<file path="src/rtl/tmds_pkg.sv">
// Shared TMDS definitions: control tokens, FSM state encoding and the default
// alignment parameters. Kept free of decoder-only detail so the encoder can reuse it.
package tmds_pkg;

    localparam logic [9:0] CTRL_TOKEN_00 = 10'b1101010100;
    localparam logic [9:0] CTRL_TOKEN_01 = 10'b0010101011;
    localparam logic [9:0] CTRL_TOKEN_10 = 10'b0101010100;
    localparam logic [9:0] CTRL_TOKEN_11 = 10'b1010101011;

    localparam int LOCK_TOKENS_DEF   = 64;
    localparam int SEARCH_WINDOW_DEF = 1024;
    localparam int SLIP_WAIT_DEF     = 16;
    localparam int RELOCK_RUN_DEF    = 8;

    typedef logic [1:0] tmds_state_t;

    localparam tmds_state_t ST_SEARCH = 2'd0;
    localparam tmds_state_t ST_SLIP   = 2'd1;
    localparam tmds_state_t ST_WAIT   = 2'd2;
    localparam tmds_state_t ST_LOCKED = 2'd3;

endpackage

</file>
<file path="src/rtl/tmds_decoder_if.sv">
// Symbol stream from the deserializer plus the decoded video/alignment outputs.
// The master side feeds words and watches bitslip; the slave side is the decoder.
interface tmds_decoder_if;

    logic [9:0] tmds_word;
    logic       bitslip;
    logic       locked;
    logic       de;
    logic [1:0] ctrl;
    logic [7:0] data;
    logic       err;

    modport master (
        output tmds_word,
        input  bitslip, locked, de, ctrl, data, err
    );

    modport slave (
        input  tmds_word,
        output bitslip, locked, de, ctrl, data, err
    );

endinterface

</file>
<file path="src/rtl/tmds_symbol_decode.sv">
// Purely combinational decode of one 10-bit TMDS symbol into either a control
// pair or a data byte. Data is always computed; is_ctrl tells which one counts.
module tmds_symbol_decode
    import tmds_pkg::*;
(
    input  logic [9:0] tmds_word,
    output logic       is_ctrl,
    output logic [1:0] ctrl,
    output logic [7:0] data
);

    logic [9:0] w_q;

    // Match the four control tokens, then undo the optional inversion and XOR/XNOR chain
    always_comb begin
        is_ctrl = 1'b1;
        ctrl    = 2'b00;
        case (tmds_word)
            CTRL_TOKEN_00: ctrl = 2'b00;
            CTRL_TOKEN_01: ctrl = 2'b01;
            CTRL_TOKEN_10: ctrl = 2'b10;
            CTRL_TOKEN_11: ctrl = 2'b11;
            default:       is_ctrl = 1'b0;
        endcase

        w_q     = tmds_word[9] ? {tmds_word[9:8], ~tmds_word[7:0]} : tmds_word;
        data    = 8'h00;
        data[0] = w_q[0];
        for (int i = 1; i < 8; i++) begin
            data[i] = w_q[8] ? (w_q[i] ^ w_q[i-1]) : ~(w_q[i] ^ w_q[i-1]);
        end
    end

endmodule

</file>
<file path="src/rtl/tmds_decoder.sv">
// TMDS channel decoder: registers the incoming symbol, hunts for word alignment
// by counting control-token runs and pulsing bitslip, and once locked presents
// de/ctrl/data two cycles after the symbol arrives.
module tmds_decoder
    import tmds_pkg::*;
#(
    parameter int LOCK_TOKENS   = LOCK_TOKENS_DEF,
    parameter int SEARCH_WINDOW = SEARCH_WINDOW_DEF,
    parameter int SLIP_WAIT     = SLIP_WAIT_DEF,
    parameter int RELOCK_RUN    = RELOCK_RUN_DEF
)
(
    input  logic          pixclk,
    input  logic          rst,
    tmds_decoder_if.slave bus
);

    localparam int                RUN_W     = $clog2(LOCK_TOKENS + 1);
    localparam logic [RUN_W-1:0]  RUN_MAX   = RUN_W'(LOCK_TOKENS);
    localparam logic [RUN_W-1:0]  RELOCK    = RUN_W'(RELOCK_RUN);
    localparam int                WIN_W     = $clog2(SEARCH_WINDOW + 1);
    localparam logic [WIN_W-1:0]  WIN_LAST  = WIN_W'(SEARCH_WINDOW - 1);
    localparam logic [WIN_W-1:0]  WIN_MAX   = WIN_W'(SEARCH_WINDOW);
    localparam int                WAIT_W    = $clog2(SLIP_WAIT + 1);
    localparam logic [WAIT_W-1:0] WAIT_LAST = WAIT_W'(SLIP_WAIT - 1);
    localparam logic [3:0]        SLIP_LAST = 4'd9;

    logic [9:0]        r_word;
    tmds_state_t       r_state;
    logic [RUN_W-1:0]  r_runCnt;
    logic [WIN_W-1:0]  r_winCnt;
    logic [WIN_W-1:0]  r_wdogCnt;
    logic [WAIT_W-1:0] r_waitCnt;
    logic [3:0]        r_slipCnt;
    logic              r_err;
    logic              r_de;
    logic [1:0]        r_ctrl;
    logic [7:0]        r_data;

    logic              w_isCtrl;
    logic [1:0]        w_ctrl;
    logic [7:0]        w_data;
    logic [RUN_W-1:0]  w_runNext;
    logic [WIN_W-1:0]  w_winInc;
    logic [WIN_W-1:0]  w_wdogInc;

    tmds_symbol_decode u_decode (
        .tmds_word (r_word),
        .is_ctrl   (w_isCtrl),
        .ctrl      (w_ctrl),
        .data      (w_data)
    );

    // Saturating next values for the run, window and watchdog counters
    always_comb begin
        w_runNext = '0;
        if (w_isCtrl) begin
            w_runNext = (r_runCnt == RUN_MAX) ? r_runCnt : r_runCnt + 1'b1;
        end
        w_winInc  = (r_winCnt  == WIN_MAX) ? r_winCnt  : r_winCnt  + 1'b1;
        w_wdogInc = (r_wdogCnt == WIN_MAX) ? r_wdogCnt : r_wdogCnt + 1'b1;
    end

    // Alignment FSM: search for a token run, slip and settle, or watch a held lock
    always_ff @(posedge pixclk or negedge rst) begin
        if (!rst) begin
            r_state   <= ST_SEARCH;
            r_runCnt  <= '0;
            r_winCnt  <= '0;
            r_wdogCnt <= '0;
            r_waitCnt <= '0;
            r_slipCnt <= '0;
            r_err     <= 1'b0;
        end else begin
            r_err <= 1'b0;
            case (r_state)
                ST_SEARCH: begin
                    r_runCnt <= w_runNext;
                    r_winCnt <= w_winInc;
                    if (w_runNext == RUN_MAX) begin
                        r_state   <= ST_LOCKED;
                        r_slipCnt <= '0;
                        r_runCnt  <= '0;
                        r_winCnt  <= '0;
                        r_wdogCnt <= '0;
                    end else if (r_winCnt == WIN_LAST) begin
                        r_state <= ST_SLIP;
                    end
                end
                ST_SLIP: begin
                    r_slipCnt <= (r_slipCnt == SLIP_LAST) ? 4'd0 : r_slipCnt + 1'b1;
                    r_err     <= (r_slipCnt == SLIP_LAST);
                    r_waitCnt <= '0;
                    r_state   <= ST_WAIT;
                end
                ST_WAIT: begin
                    if (r_waitCnt == WAIT_LAST) begin
                        r_state  <= ST_SEARCH;
                        r_runCnt <= '0;
                        r_winCnt <= '0;
                    end else begin
                        r_waitCnt <= r_waitCnt + 1'b1;
                    end
                end
                ST_LOCKED: begin
                    if (r_wdogCnt == WIN_MAX) begin
                        r_state   <= ST_SEARCH;
                        r_runCnt  <= '0;
                        r_winCnt  <= '0;
                        r_wdogCnt <= '0;
                    end else begin
                        r_runCnt <= w_runNext;
                        if (w_runNext >= RELOCK) begin
                            r_wdogCnt <= '0;
                        end else begin
                            r_wdogCnt <= w_wdogInc;
                            r_err     <= (w_wdogInc == WIN_MAX);
                        end
                    end
                end
                default: r_state <= ST_SEARCH;
            endcase
        end
    end

    // Input register and decoded output register; outputs stay blank unless locked
    always_ff @(posedge pixclk or negedge rst) begin
        if (!rst) begin
            r_word <= '0;
            r_de   <= 1'b0;
            r_ctrl <= 2'b00;
            r_data <= 8'h00;
        end else begin
            r_word <= bus.tmds_word;
            if (r_state == ST_LOCKED) begin
                if (w_isCtrl) begin
                    r_de   <= 1'b0;
                    r_data <= 8'h00;
                    r_ctrl <= w_ctrl;
                end else begin
                    r_de   <= 1'b1;
                    r_data <= w_data;
                end
            end else begin
                r_de   <= 1'b0;
                r_data <= 8'h00;
                r_ctrl <= 2'b00;
            end
        end
    end

    assign bus.bitslip = (r_state == ST_SLIP);
    assign bus.locked  = (r_state == ST_LOCKED);
    assign bus.de      = r_de;
    assign bus.ctrl    = r_ctrl;
    assign bus.data    = r_data;
    assign bus.err     = r_err;

endmodule

</file>
<file path="src/flat_wrapper.sv">
// flat-port wrapper written by rule: the top's interface ports become plain ports
module tmds_decoder_flat import tmds_pkg::*;
#(
    parameter int LOCK_TOKENS   = LOCK_TOKENS_DEF,
    parameter int SEARCH_WINDOW = SEARCH_WINDOW_DEF,
    parameter int SLIP_WAIT     = SLIP_WAIT_DEF,
    parameter int RELOCK_RUN    = RELOCK_RUN_DEF
)
  (pixclk, rst, bus_tmds_word, bus_bitslip, bus_locked, bus_de, bus_ctrl, bus_data, bus_err);
  tmds_decoder_if bus_i ();
  input  logic pixclk;
  input  logic rst;
  input wire logic [$bits(bus_i.tmds_word)-1:0] bus_tmds_word;
  output wire logic [$bits(bus_i.bitslip)-1:0] bus_bitslip;
  output wire logic [$bits(bus_i.locked)-1:0] bus_locked;
  output wire logic [$bits(bus_i.de)-1:0] bus_de;
  output wire logic [$bits(bus_i.ctrl)-1:0] bus_ctrl;
  output wire logic [$bits(bus_i.data)-1:0] bus_data;
  output wire logic [$bits(bus_i.err)-1:0] bus_err;
  assign bus_i.tmds_word = bus_tmds_word;
  assign bus_bitslip = bus_i.bitslip;
  assign bus_locked = bus_i.locked;
  assign bus_de = bus_i.de;
  assign bus_ctrl = bus_i.ctrl;
  assign bus_data = bus_i.data;
  assign bus_err = bus_i.err;
  tmds_decoder #(.LOCK_TOKENS(LOCK_TOKENS), .SEARCH_WINDOW(SEARCH_WINDOW), .SLIP_WAIT(SLIP_WAIT), .RELOCK_RUN(RELOCK_RUN)) u_core (.pixclk(pixclk), .rst(rst), .bus(bus_i));
endmodule
</file>
<file path="config.mk">
export PLATFORM = sky130hd
export DESIGN_NAME = tmds_decoder_flat
export DESIGN_NICKNAME = d
export VERILOG_FILES = /design/src/rtl/tmds_pkg.sv /design/src/rtl/tmds_decoder_if.sv /design/src/rtl/tmds_symbol_decode.sv /design/src/rtl/tmds_decoder.sv /design/src/flat_wrapper.sv
export SDC_FILE = /design/constraint.sdc
export NUM_CORES = 1
export LEC_CHECK = 0
export ABC_AREA = 1
export ABC_CLOCK_PERIOD_IN_PS = 4700
export CAP_MARGIN = 20
export CORE_ASPECT_RATIO = 1.4
export CORE_UTILIZATION = 25
export CTS_BUF_LIST = sky130_fd_sc_hd__clkbuf_4 sky130_fd_sc_hd__clkbuf_8
export DETAILED_ROUTE_END_ITERATION = 6
export PLACE_DENSITY = 0.51
export SYNTH_ARGS = -nofsm -noshare
export SYNTH_HDL_FRONTEND = slang
export SYNTH_SLANG_ARGS = --single-unit
</file>
<file path="constraint.sdc">
create_clock -name pixclk -period 4.7 [get_ports pixclk]
set_input_delay 1.41 -clock pixclk [delete_from_list [all_inputs] [get_ports pixclk]]
set_output_delay 1.41 -clock pixclk [all_outputs]
set_load 0.02 [all_outputs]
</file>
Yosys cells after proc, flatten, opt, wreduce, memory -nomap -nowiden
Cells that the tools add are included.
{"block": "totals", "regBits": 62, "inputBits": 12, "output_inout_bits": 14, "word_cells": 111}
{"block": "op_classes", "add_sub_neg": 5, "magnitude_cmp": 1, "n_eq_ne": 22, "n_mux": 45, "bitwise_logic": 15, "n_reduce_logical": 12}
{"operator": "11-bit two-way mux", "n": 8}
{"operator": "7-bit two-way mux", "n": 5}
{"operator": "11-bit equality test, second input constant", "n": 3}
{"operator": "11-bit case mux with 3 select lines", "n": 1}
{"operator": "8-bit two-way mux", "n": 3}
{"operator": "11-bit by 1-bit adder with 11-bit output, second input constant", "n": 2}
{"operator": "11-bit case mux with 2 select lines", "n": 1}
{"operator": "7-bit case mux with 3 select lines", "n": 1}
{"operator": "10-bit equality test, second input constant", "n": 2}
{"operator": "7-bit equality test, second input constant", "n": 2}
{"operator": "1-bit two-way mux", "n": 12}
{"operator": "2-bit two-way mux", "n": 6}
{"operator": "11-bit by 10-bit equality test with 1-bit output, second input constant", "n": 1}
{"operator": "10-bit by 8-bit equality test with 1-bit output, second input constant", "n": 1}
{"operator": "10-bit by 9-bit equality test with 1-bit output, second input constant", "n": 1}
{"operator": "5-bit case mux with 2 select lines", "n": 1}
{"operator": "4-bit two-way mux", "n": 2}
{"operator": "2-bit by 1-bit inequality test with 1-bit output, second input constant", "n": 4}
{"operator": "8-bit NOT", "n": 1}
{"operator": "2-bit case mux with 4 select lines", "n": 1}
{"operator": "4-bit case mux with 2 select lines", "n": 1}
{"operator": "2-bit AND reduction", "n": 4}
{"operator": "7-bit by 1-bit adder with 7-bit output, second input constant", "n": 1}
{"operator": "7-bit by 4-bit greater-or-equal comparator with 1-bit output, second input constant", "n": 1}
{"operator": "20 further kinds", "n": 35}

Longest topological paths before layout
Gate-level depths: netlist of run 1.
{"block": "depth", "depth_word": 8, "depth_mapped": 15, "mapped_depth_nobuf": 14}

Hierarchy
A second synthesis of run 1 with hierarchy kept.
{"block": "hier_totals", "cells_unflattened": 467, "area_unflattened_um2": 3628.5}
{"module": "tmds_decoder", "n_inst": 1, "cells_per_inst": 410, "area_each_um2": 3293.2}
{"module": "tmds_symbol_decode", "n_inst": 1, "cells_per_inst": 57, "area_each_um2": 335.3}

Least setup slack after synthesis of run 1
Ideal clock, no wire load.
{"block": "synth_timing", "kind": "reg2out", "from": "register u_core.r_state[1]", "to": "output port bus_bitslip", "arrival_time_ns": 0.778, "required_time_ns": 3.290, "slack_ns": 2.512, "stages_incl_launch_ff": 2, "n_path_buf": 0, "path_cell_list": "dfrtp_1 nor2_1"}
{"block": "synth_between", "elab_chain_len": 1}
{"item": "start: declaration", "line": "tmds_decoder.sv:29", "source": "tmds_state_t r_state;"}
{"item": "start signal: assignment", "line": "tmds_decoder.sv:67", "source": "r_state <= ST_SEARCH;"}
{"item": "start signal: assignment", "line": "tmds_decoder.sv:81", "source": "r_state <= ST_LOCKED;"}
{"item": "start signal: assignment", "line": "tmds_decoder.sv:87", "source": "r_state <= ST_SLIP;"}
{"item": "2-bit by 1-bit equality test with 1-bit output", "line": "tmds_decoder.sv:152", "source": "assign bus.bitslip = (r_state == ST_SLIP);"}
{"item": "end: declaration", "line": "flat_wrapper.sv:14", "source": "output wire logic [$bits(bus_i.bitslip)-1:0] bus_bitslip;"}
Every way passes these cells.

Worst setup path after layout of run 1
{"block": "layout_timing", "from": "register u_core.r_state[1]", "to": "output port bus_locked"}
{"block": "layout_between", "elab_chain_len": 1}
{"item": "2-bit equality test", "line": "tmds_decoder.sv:153", "source": "assign bus.locked = (r_state == ST_LOCKED);"}
{"item": "end: declaration", "line": "flat_wrapper.sv:15", "source": "output wire logic [$bits(bus_i.locked)-1:0] bus_locked;"}
Every way passes these cells.

==> results of run 1 <==
==> Yosys cell counts, drive strengths merged <==
master,instances
inv,53
ha,12
clkbuf,2
o21ai,13
buf,4
nand2,119
a22o,1
mux2,1
nor4,1
xnor2,5
o22ai,3
dfrtp,62
or2,2
o21a,1
xor2,25
nand3,36
a221oi,1
nor3,5
nor2,67
a41oi,1
nand4,9
a31oi,1
a21oi,8
==> per-stage QoR <==
step / worst slack, ns / hold slack (ns)
after floorplan: 2.51 / 0.440
after global placement: 1.59 / 0.456
after detailed placement: 1.57 / 0.459
after CTS: 1.17 / 0.468
after global routing: 1.10 / 0.507
final: 1.22 / 0.466
==> cells in the final DEF (no fill, tap or decap), types with 3 or more instances in the layout <==
cell | synthesis | final
nor3_1 | 5 | 5
dfrtp_1 | 62 | 62
nand2_1 | 114 | 114
nand3_1 | 34 | 34
clkdlybuf4s50_1 | 0 | 24
nand2_2 | 3 | 3
clkbuf_8 | 0 | 10
nor2_2 | 4 | 4
a21oi_1 | 8 | 8
o22ai_1 | 3 | 3
nor2_1 | 63 | 63
xor2_1 | 25 | 25
ha_1 | 12 | 12
o21ai_0 | 12 | 12
nand4_1 | 9 | 9
inv_1 | 53 | 53
xnor2_1 | 5 | 5
==> logic make-up after synthesis <==
group	Yosys count
multiplexers	1
AND/OR/NAND/NOR	239
flip-flops	62
adder cells (fa/ha/maj)	12
buffers and inverters	59
AO/OA/AOI/OAI	29
XOR/XNOR	30
==> worst register-to-register path: cells and delay by family (launching register included) <==
| kind | cells | cell delay [ns] |
|---|---|---|
| buf+inv | 1 | 0.06 |
| fa+ha+maj | 1 | 0.19 |
| flops | 1 | 0.40 |
| simple gates | 12 | 1.54 |
==> routing by layer <==
| layer | wire [um] | up-vias | track usage, % |
|---|---|---|---|
| met1 | 3050 | 1259 | 12.5 |
| li1 | - | 1426 | - |
| met3 | 214 | 15 | 3.09 |
| met2 | 3580 | 33 | 19.0 |
| met5 | 0 | - | 0 |
| met4 | 170 | 0 | 5.11 |
==> power by group through the flow <==
stage / Clock, mW / Sequential, mW / Combinational [mW]
floorplan: 0 / 0.551 / 0.0143
global placement: 0 / 0.552 / 0.0371
detailed placement: 0 / 0.552 / 0.0370
CTS: 0.545 / 0.541 / 0.0373
global route: 0.567 / 0.542 / 0.0412
finish: 0.526 / 0.541 / 0.0354
==> state kept, by name (all words and copies together) (netlist names) <==
| signal | flops |
|---|---|
| u_core.r_waitCnt | 5 |
| u_core.bus.ctrl | 2 |
| u_core.r_wdogCnt | 11 |
| u_core.r_slipCnt | 4 |
| u_core.r_word | 10 |
| u_core.bus.data | 8 |
| u_core.r_winCnt | 11 |
| u_core.bus.de | 1 |
| u_core.r_runCnt | 7 |
| u_core.r_state | 2 |
| u_core.bus.err | 1 |
==> worst paths after layout <==
kind	startpoint	end	slack (ns)	cells past startpoint
max	u_core.r_state[1]	bus_locked	1.22	3
min	u_core.r_waitCnt[3]	u_core.r_waitCnt[3]	0.47	1
max reg2reg	u_core.r_word[0]	u_core.r_winCnt[7]	2.41	14
min reg2reg	u_core.r_waitCnt[3]	u_core.r_waitCnt[3]	0.47	1
max in group asynchronous	rst	u_core.r_word[1]	2.68	2
min in group asynchronous	rst	u_core.r_winCnt[7]	1.17	1
==> final cells by class <==
| cell class | instances | area [sq um] |
|---|---|---|
| timing repair buffer | 27 | 260 |
| clock buffer | 10 | 138 |
| multi-input combinational | 311 | 1610 |
| fill | 1399 | 9260 |
| sequential | 62 | 1550 |
| clock inverter | 6 | 85.1 |
| tap | 182 | 228 |
| inverter | 53 | 199 |
==> flow_metrics.env, run 1 <==
export IMPL_avgSynthCellArea_sq_um=7.87
export IMPL_h_tree_depth=3
export IMPL_fp_row_count=50
export IMPL_dp_hpwl_um=5300
export IMPL_wire_per_inst_um=10.8
export IMPL_seq_area_frac_synth_pct=45.7
export IMPL_cts_root_buf="clkbuf_8"
export IMPL_slew_violations=0
export IMPL_die_height_um=140
export IMPL_viasPerCell=4.20
export IMPL_dpl_cell_area_sq_um=3850
export IMPL_syn_nets=456
export IMPL_firstDrtPassIters=4
export IMPL_max_slew_margin_pct=40.7
export IMPL_finalPower_mw=1.10
export IMPL_start_util_pct=25.5
export IMPL_drive_above_1_share_pct=7.04
export IMPL_post_cts_buffers=0
export IMPL_insertion_delay_ns=0.35
export IMPL_worstPathMaxFanout=14
export IMPL_critPathTopFamily="buffers and inverters"
export IMPL_status="complete, no violations"
export IMPL_fmax_mhz=287
export IMPL_yosysWarnings=0
export IMPL_gp_congestion=0.866
export IMPL_required_ns=3.29
export IMPL_timing_critical_path_cells="nand2_1 -> inv_1 -> clkdlybuf4s50_1"
export IMPL_worst_path_buf_inv=2
export IMPL_cts_buffer_depth=2
export IMPL_first_iter_violations=61
export IMPL_antennaDiodeCount=0
export IMPL_final_core_util_pct=30.5
export IMPL_muxShareOfSynthArea_pct=0.331
export IMPL_drv_cap=0
export IMPL_slowest_stage="clkdlybuf4s50_1"
export IMPL_synth_top_family_by_area="simple AND/OR/NAND/NOR gates"
export IMPL_cts_sinks=62
export IMPL_cts_hold_buf=0
export IMPL_antenna_found_initial=0
export IMPL_synthSimpleGateAreaFrac_pct=30.0
export IMPL_io_pins=26
export IMPL_p_switching_mw=0.239
export IMPL_seqPwrFrac_pct=49.1
export IMPL_min_period_ns=3.48
export IMPL_ctsResizeCount=0
export IMPL_p_int_mw=0.864
export IMPL_areaGrowthSynthToFinish_pct=19.8
export IMPL_combPwrFrac_pct=3.2
export IMPL_fin_skew_ns=0.00836
export IMPL_switching_share_pct=21.7
export IMPL_grt_ovfl_total=0
export IMPL_portBuffers=25
export IMPL_power_density_nw_per_um2=271
export IMPL_grt_max_degree=39
export IMPL_grt_setup_unrepaired="no"
export IMPL_yosysTopAreaCellShare_pct=45.7
export IMPL_hold_viol_final=0
export IMPL_setup_viol=0
export IMPL_synthDistinctLibCells=30
export IMPL_fin_setup_tns_ns=0
export IMPL_critical_path_arrival_ns=2.07
export IMPL_worstHoldPathType="reg -> reg"
export IMPL_leakage_nw=2.04
export IMPL_fin_crit_sh_pct=74.1
export IMPL_track_usage_pct=11.0
export IMPL_drcViolationCount=0
export IMPL_synth_compound_area_share_pct=4.82
export IMPL_instances_no_fill=651
export IMPL_pwr_share_clk_pct=47.7
export IMPL_die_w_um=101
export IMPL_clkTransAtPathRegs_ns=0.07
export IMPL_tightest_slew_ns=0.889
export IMPL_fin_nets=488
export IMPL_ir_drop_mv=0.107
export IMPL_core_area_sq_um=13300
export IMPL_cp_end_kind="output pin"
export IMPL_numCtsBuffers=9
export IMPL_syn_inst=432
export IMPL_die_area_sq_um=14100
export IMPL_synth_top_area_cell="dfrtp_1"
export IMPL_critPathMaxStageDelay_ns=0.62
export IMPL_fin_area_sq_um=4070
export IMPL_synth_xor_area_share_pct=7.73
export IMPL_tritoncts="built"
export IMPL_ys_top_cells_by_area="dfrtp_1, nand2_1, nor2_1, xor2_1, inv_1"
export IMPL_critPathKind="reg -> out"
export IMPL_ys_seq_elements=62
export IMPL_cp_start_kind="register"
export IMPL_detail_route_antenna_nets=0
export IMPL_dr_total_vias=2733
export IMPL_grt_pass1_wl_um=12200
export IMPL_synthAdderAreaFrac_pct=4.42
export IMPL_syn_cell_area_sq_um=3400
export IMPL_first_global_vias=2647
export IMPL_dp_cells=635
export IMPL_routed_wirelength_um=7020
(Power assumes the default switching activity.)
==> inputs of run 2 (changes only) <==
- ABC_CLOCK_PERIOD_IN_PS: 4700 -> 2960
- PLACE_DENSITY: 0.51 -> 0.52
- clock period: 4.7 -> 2.96 ns (I/O delays scaled with it)
==> flow_metrics.env, run 2 (synthesis gave the netlist of run 1 again) <==
export IMPL_ir_drop_mv=0.153
export IMPL_power_density_nw_per_um2=390
export IMPL_die_height_um=140
export IMPL_h_tree_depth=3
export IMPL_cts_sinks=62
export IMPL_max_slew_margin_pct=40.6
export IMPL_fmax_mhz=371
export IMPL_fp_row_count=50
export IMPL_critPathTopFamily="buffers and inverters"
export IMPL_slowest_stage="clkdlybuf4s50_1"
export IMPL_critical_path_arrival_ns=1.81
export IMPL_detail_route_antenna_nets=0
export IMPL_ctsResizeCount=0
export IMPL_setup_viol=0
export IMPL_dr_total_vias=2755
export IMPL_insertion_delay_ns=0.33
export IMPL_die_w_um=101
export IMPL_io_pins=26
export IMPL_cts_root_buf="clkbuf_8"
export IMPL_grt_ovfl_total=0
export IMPL_regArea_sq_um=1550
export IMPL_wire_per_inst_um=11.0
export IMPL_routed_wirelength_um=7160
export IMPL_numCtsBuffers=9
export IMPL_first_global_vias=2722
export IMPL_dpl_cell_area_sq_um=3870
export IMPL_leakage_nw=2.04
export IMPL_nFillCells=1403
export IMPL_drive_above_1_share_pct=7.23
export IMPL_fin_area_sq_um=4050
export IMPL_cp_end_kind="output pin"
export IMPL_setup_ws_ns=0.264
export IMPL_min_period_ns=2.70
export IMPL_first_iter_violations=118
export IMPL_firstDrtPassIters=4
export IMPL_timing_critical_path_cells="nor2_1 -> clkdlybuf4s50_1"
export IMPL_switching_share_pct=22.8
export IMPL_track_usage_pct=11.2
export IMPL_antennaDiodeCount=0
export IMPL_tightest_slew_ns=0.887
export IMPL_grt_pass1_wl_um=12500
export IMPL_final_common_cell="nand2_1"
export IMPL_final_cell_mix="nand2_1, nor2_1, dfrtp_1, inv_1, nand3_1"
export IMPL_cts_buffer_depth=2
export IMPL_slew_violations=0
export IMPL_worstHoldPathType="in -> async"
export IMPL_clkTransAtPathRegs_ns=0.07
export IMPL_drcViolationCount=0
export IMPL_worst_path_buf_inv=1
export IMPL_areaGrowthSynthToFinish_pct=19.1
export IMPL_multiInputGateArea_sq_um=1610
export IMPL_post_cts_buffers=0
export IMPL_pwr_share_clk_pct=41.8
export IMPL_dp_hpwl_um=5420
export IMPL_viasPerCell=4.23
export IMPL_fin_skew_ns=0.00826
export IMPL_critPathKind="reg -> out"
export IMPL_fin_nets=490
export IMPL_cp_start_kind="register"
export IMPL_core_area_sq_um=13300
export IMPL_fin_crit_sh_pct=91.1
export IMPL_combPwrFrac_pct=3.8
export IMPL_pre_cts_ws_ns=0.452
export IMPL_worstPathMaxFanout=14
export IMPL_antenna_found_initial=0
export IMPL_gp_congestion=0.799
export IMPL_critPathMaxStageDelay_ns=0.65
export IMPL_grt_setup_unrepaired="no"
export IMPL_start_util_pct=25.5
export IMPL_hold_viol_final=0
export IMPL_required_ns=2.07
export IMPL_cts_hold_buf=0
export IMPL_seqPwrFrac_pct=54.4
export IMPL_p_int_mw=1.22
export IMPL_drv_cap=0
export IMPL_p_switching_mw=0.360
export IMPL_die_area_sq_um=14100
export IMPL_status="complete, no violations"
export IMPL_reg_largest_list="u_core.r_wdogCnt x11, u_core.r_winCnt x11, u_core.r_word x10"
export IMPL_fin_setup_tns_ns=0
export IMPL_tritoncts="built"
export IMPL_grt_max_degree=38
export IMPL_portBuffers=25
[run 2: changes by cell type in the layout (fill, tap and decap cells not counted)]
cell	delta
clkinvlp_4	-1
buf_12	+1
buf_4	+1
clkinv_2	+1
clkbuf_8	+1
bufinv_16	-2
[run 2: final cells by class]
| class | instances | area share [%] |
|---|---|---|
| Clock buffer | 11 | 3.74 |
| Tap cell | 182 | 5.62 |
| Multi-Input combinational cell | 311 | 39.7 |
| Sequential cell | 62 | 38.3 |
| Inverter | 53 | 4.91 |
| Clock inverter | 4 | 0.556 |
| Timing Repair Buffer | 29 | 7.11 |
[run 2: path summary, 6_finish.rpt]
check / start / end / slack, ns / cells after the start
worst min register to register: u_core.r_waitCnt[3] / u_core.r_waitCnt[3] / 0.47 / 1
worst max register to register: u_core.r_waitCnt[0] / u_core.r_winCnt[3] / 0.46 / 11
max in group asynchronous: rst / u_core.r_word[0] / 1.95 / 2
worst min-delay path: rst / u_core.r_slipCnt[2] / 0.47 / 1
min in group pixclk: u_core.r_waitCnt[3] / u_core.r_waitCnt[3] / 0.47 / 1
worst max-delay path: u_core.r_state[1] / bus_bitslip / 0.26 / 2
[run 2: layer usage]
metal / GRT usage (%) / wire, um / up-vias
li1: - / - / 1425
met1: 12.8 / 3050 / 1293
met2: 20.1 / 3830 / 27
met3: 2.35 / 162 / 10
met4: 4.35 / 115 / 0
met5: 0 / 0 / -
[run 2: power by group through the flow]
| stage | logic, mW | registers [mW] | clock network, mW |
|---|---|---|---|
| floorplan | 0.0226 | 0.875 | 0 |
| finish | 0.0596 | 0.860 | 0.661 |
| global placement | 0.0608 | 0.876 | 0 |
| global route | 0.0686 | 0.860 | 0.731 |
| CTS | 0.0624 | 0.859 | 0.696 |
| detailed placement | 0.0623 | 0.876 | 0 |
[run 2: through the flow]
| step | power (mW) | hold WS (ns) | std cells | utilization, % |
|---|---|---|---|---|
| global placement | 0.937 | 0.465 | 637 | 29.1 |
| CTS | 1.62 | 0.461 | 652 | 30.4 |
| floorplan | 0.897 | 0.440 | 432 | - |
| global route | 1.66 | 0.475 | 652 | 30.4 |
| finish | 1.58 | 0.471 | 652 | 30.4 |
| detailed placement | 0.938 | 0.462 | 637 | 29.1 |
[run 2: worst reg2reg max path, delay by kind of cell (launching register included)]
| family | cells | cell delay, ns |
|---|---|---|
| AND/OR/NAND/NOR | 8 | 1.53 |
| flip-flops | 1 | 0.39 |
| adder cells (fa/ha/maj) | 2 | 0.35 |
| buffers and inverters | 1 | 0.13 |
==> inputs of run 3 (changes only) <==
--- a/config.mk
+++ b/config.mk
@@ -10,8 +10,8 @@
 export CAP_MARGIN = 20
 export CORE_ASPECT_RATIO = 1.4
-export CORE_UTILIZATION = 25
+export CORE_UTILIZATION = 55
 export CTS_BUF_LIST = sky130_fd_sc_hd__clkbuf_4 sky130_fd_sc_hd__clkbuf_8
 export DETAILED_ROUTE_END_ITERATION = 6
-export PLACE_DENSITY = 0.52
+export PLACE_DENSITY = 0.89
 export SYNTH_ARGS = -nofsm -noshare
 export SYNTH_HDL_FRONTEND = slang
==> constraint.sdc (replaced) <==
create_clock -name pixclk -period 2.96 [get_ports pixclk]
set_input_delay 0.592 -clock pixclk [delete_from_list [all_inputs] [get_ports pixclk]]
set_output_delay 0.592 -clock pixclk [all_outputs]
set_load 0.02 [all_outputs]
==> flow_metrics.env, run 3 (synthesis gave the netlist of run 1 again) <==
export IMPL_status="complete, no violations"
export IMPL_worstPathMaxFanout=14
export IMPL_fin_skew_ns=0.00794
export IMPL_critical_path_arrival_ns=2.11
export IMPL_cp_start_kind="register"
export IMPL_post_cts_buffers=0
export IMPL_gp_congestion=0.926
export IMPL_final_common_cell="nand2_1"
export IMPL_grt_pass1_wl_um=12400
export IMPL_ctsResizeCount=0
export IMPL_routed_wirelength_um=7420
export IMPL_power_density_nw_per_um2=446
export IMPL_combPwrFrac_pct=3.5
export IMPL_finalPower_mw=1.77
export IMPL_cts_root_buf="clkbuf_8"
export IMPL_areaGrowthSynthToFinish_pct=16.5
export IMPL_worstHoldPathType="in -> async"
export IMPL_viasPerCell=5.41
export IMPL_setup_viol=0
export IMPL_wire_per_inst_um=13.7
export IMPL_portBuffers=25
export IMPL_final_cell_mix="nand2_1, nor2_1, dfrtp_1, inv_1, nand3_1"
export IMPL_antenna_found_initial=0
export IMPL_reg_largest_list="u_core.r_wdogCnt x11, u_core.r_winCnt x11, u_core.r_word x10"
export IMPL_hold_viol_final=0
export IMPL_antennaDiodeCount=0
export IMPL_nFillCells=444
export IMPL_cts_buffer_depth=2
export IMPL_p_int_mw=1.39
export IMPL_required_ns=2.37
export IMPL_drive_above_1_share_pct=7.43
export IMPL_max_slew_margin_pct=45.7
export IMPL_fin_setup_tns_ns=0
export IMPL_grt_setup_unrepaired="no"
export IMPL_min_period_ns=2.70
export IMPL_grt_max_degree=47
export IMPL_slew_violations=0
export IMPL_pwr_share_clk_pct=47.9
export IMPL_fin_nets=490
export IMPL_drv_cap=0
export IMPL_first_global_vias=2952
export IMPL_clkTransAtPathRegs_ns=0.07
export IMPL_numCtsBuffers=9
export IMPL_drcViolationCount=0
export IMPL_ir_drop_mv=0.279
export IMPL_cp_end_kind="output pin"
export IMPL_die_w_um=68.4
export IMPL_seqPwrFrac_pct=48.7
export IMPL_core_area_sq_um=5900
export IMPL_regArea_sq_um=1550
export IMPL_first_iter_violations=213
export IMPL_fin_crit_sh_pct=91.3
export IMPL_insertion_delay_ns=0.35
export IMPL_die_area_sq_um=6500
export IMPL_cts_sinks=62
export IMPL_grt_ovfl_total=0
export IMPL_cts_hold_buf=0
export IMPL_critPathKind="reg -> out"
export IMPL_track_usage_pct=25.9
export IMPL_h_tree_depth=3
export IMPL_fmax_mhz=370
export IMPL_leakage_nw=2.07
export IMPL_detail_route_antenna_nets=0
export IMPL_tightest_slew_ns=0.812
export IMPL_instances_no_fill=541
export IMPL_dr_total_vias=2926
export IMPL_start_util_pct=57.6
export IMPL_die_height_um=95.0
export IMPL_tritoncts="built"
export IMPL_firstDrtPassIters=4
export IMPL_switching_share_pct=21.0
export IMPL_multiInputGateArea_sq_um=1610
export IMPL_dp_cells=524
export IMPL_fp_row_count=33
export IMPL_dp_hpwl_um=5150
export IMPL_p_switching_mw=0.371
export IMPL_io_pins=26
run 3: worst max-delay path, cell delays in order (launching register included):
cell	delay [ns]
dfrtp_1	0.61
nand2_1	0.34
inv_1	0.19
clkdlybuf4s50_1	0.62
run 3: routing by layer:
| metal | GRT usage [%] | share of wire (%) |
|---|---|---|
| met1 | 26.6 | 39 |
| met4 | 14.9 | 2.2 |
| met5 | 0 | 0 |
| met2 | 44.9 | 54 |
| met3 | 7.85 | 4.9 |
run 3: final cells by class:
cell class	count	share of cell area, %
timing repair buffer	29	7.27
sequential	62	39.2
clock inverter	4	1.77
clock buffer	12	3.86
multi-input combinational	311	40.7
inverter	53	5.03
tap	70	2.21
run 3: path summary, 6_finish.rpt:
kind	from	to	slack, ns	cells after the start
worst min-delay path	rst	u_core.bus.ctrl[0]	0.18	1
worst max register to register	u_core.r_waitCnt[0]	u_core.r_winCnt[9]	0.46	11
worst min register to register	u_core.r_waitCnt[3]	u_core.r_waitCnt[3]	0.50	1
min in group pixclk	u_core.r_waitCnt[3]	u_core.r_waitCnt[3]	0.50	1
worst max-delay path	u_core.r_state[1]	bus_locked	0.26	3
max in group asynchronous	rst	u_core.r_word[7]	2.28	2
run 3: power by group through the flow:
stage	sequential, mW	clock, mW	combinational [mW]
2_1_floorplan	0.875	0	0.0226
3_3_place_gp	0.875	0	0.0573
3_5_place_dp	0.876	0	0.0590
4_1_cts	0.860	0.847	0.0593
5_1_grt	0.860	0.894	0.0697
6_report	0.860	0.845	0.0611
run 3: per-stage QoR:
step	instance area, sq um	hold WS (ns)	setup slack [ns]	util (%)
global route	3960	0.186	0.113	67.0
CTS	3940	0.451	0.297	66.7
detailed placement	3710	0.483	0.567	62.9
floorplan	3400	0.296	1.19	-
global placement	3710	0.467	0.664	62.9
finish	3960	0.178	0.257	67.0
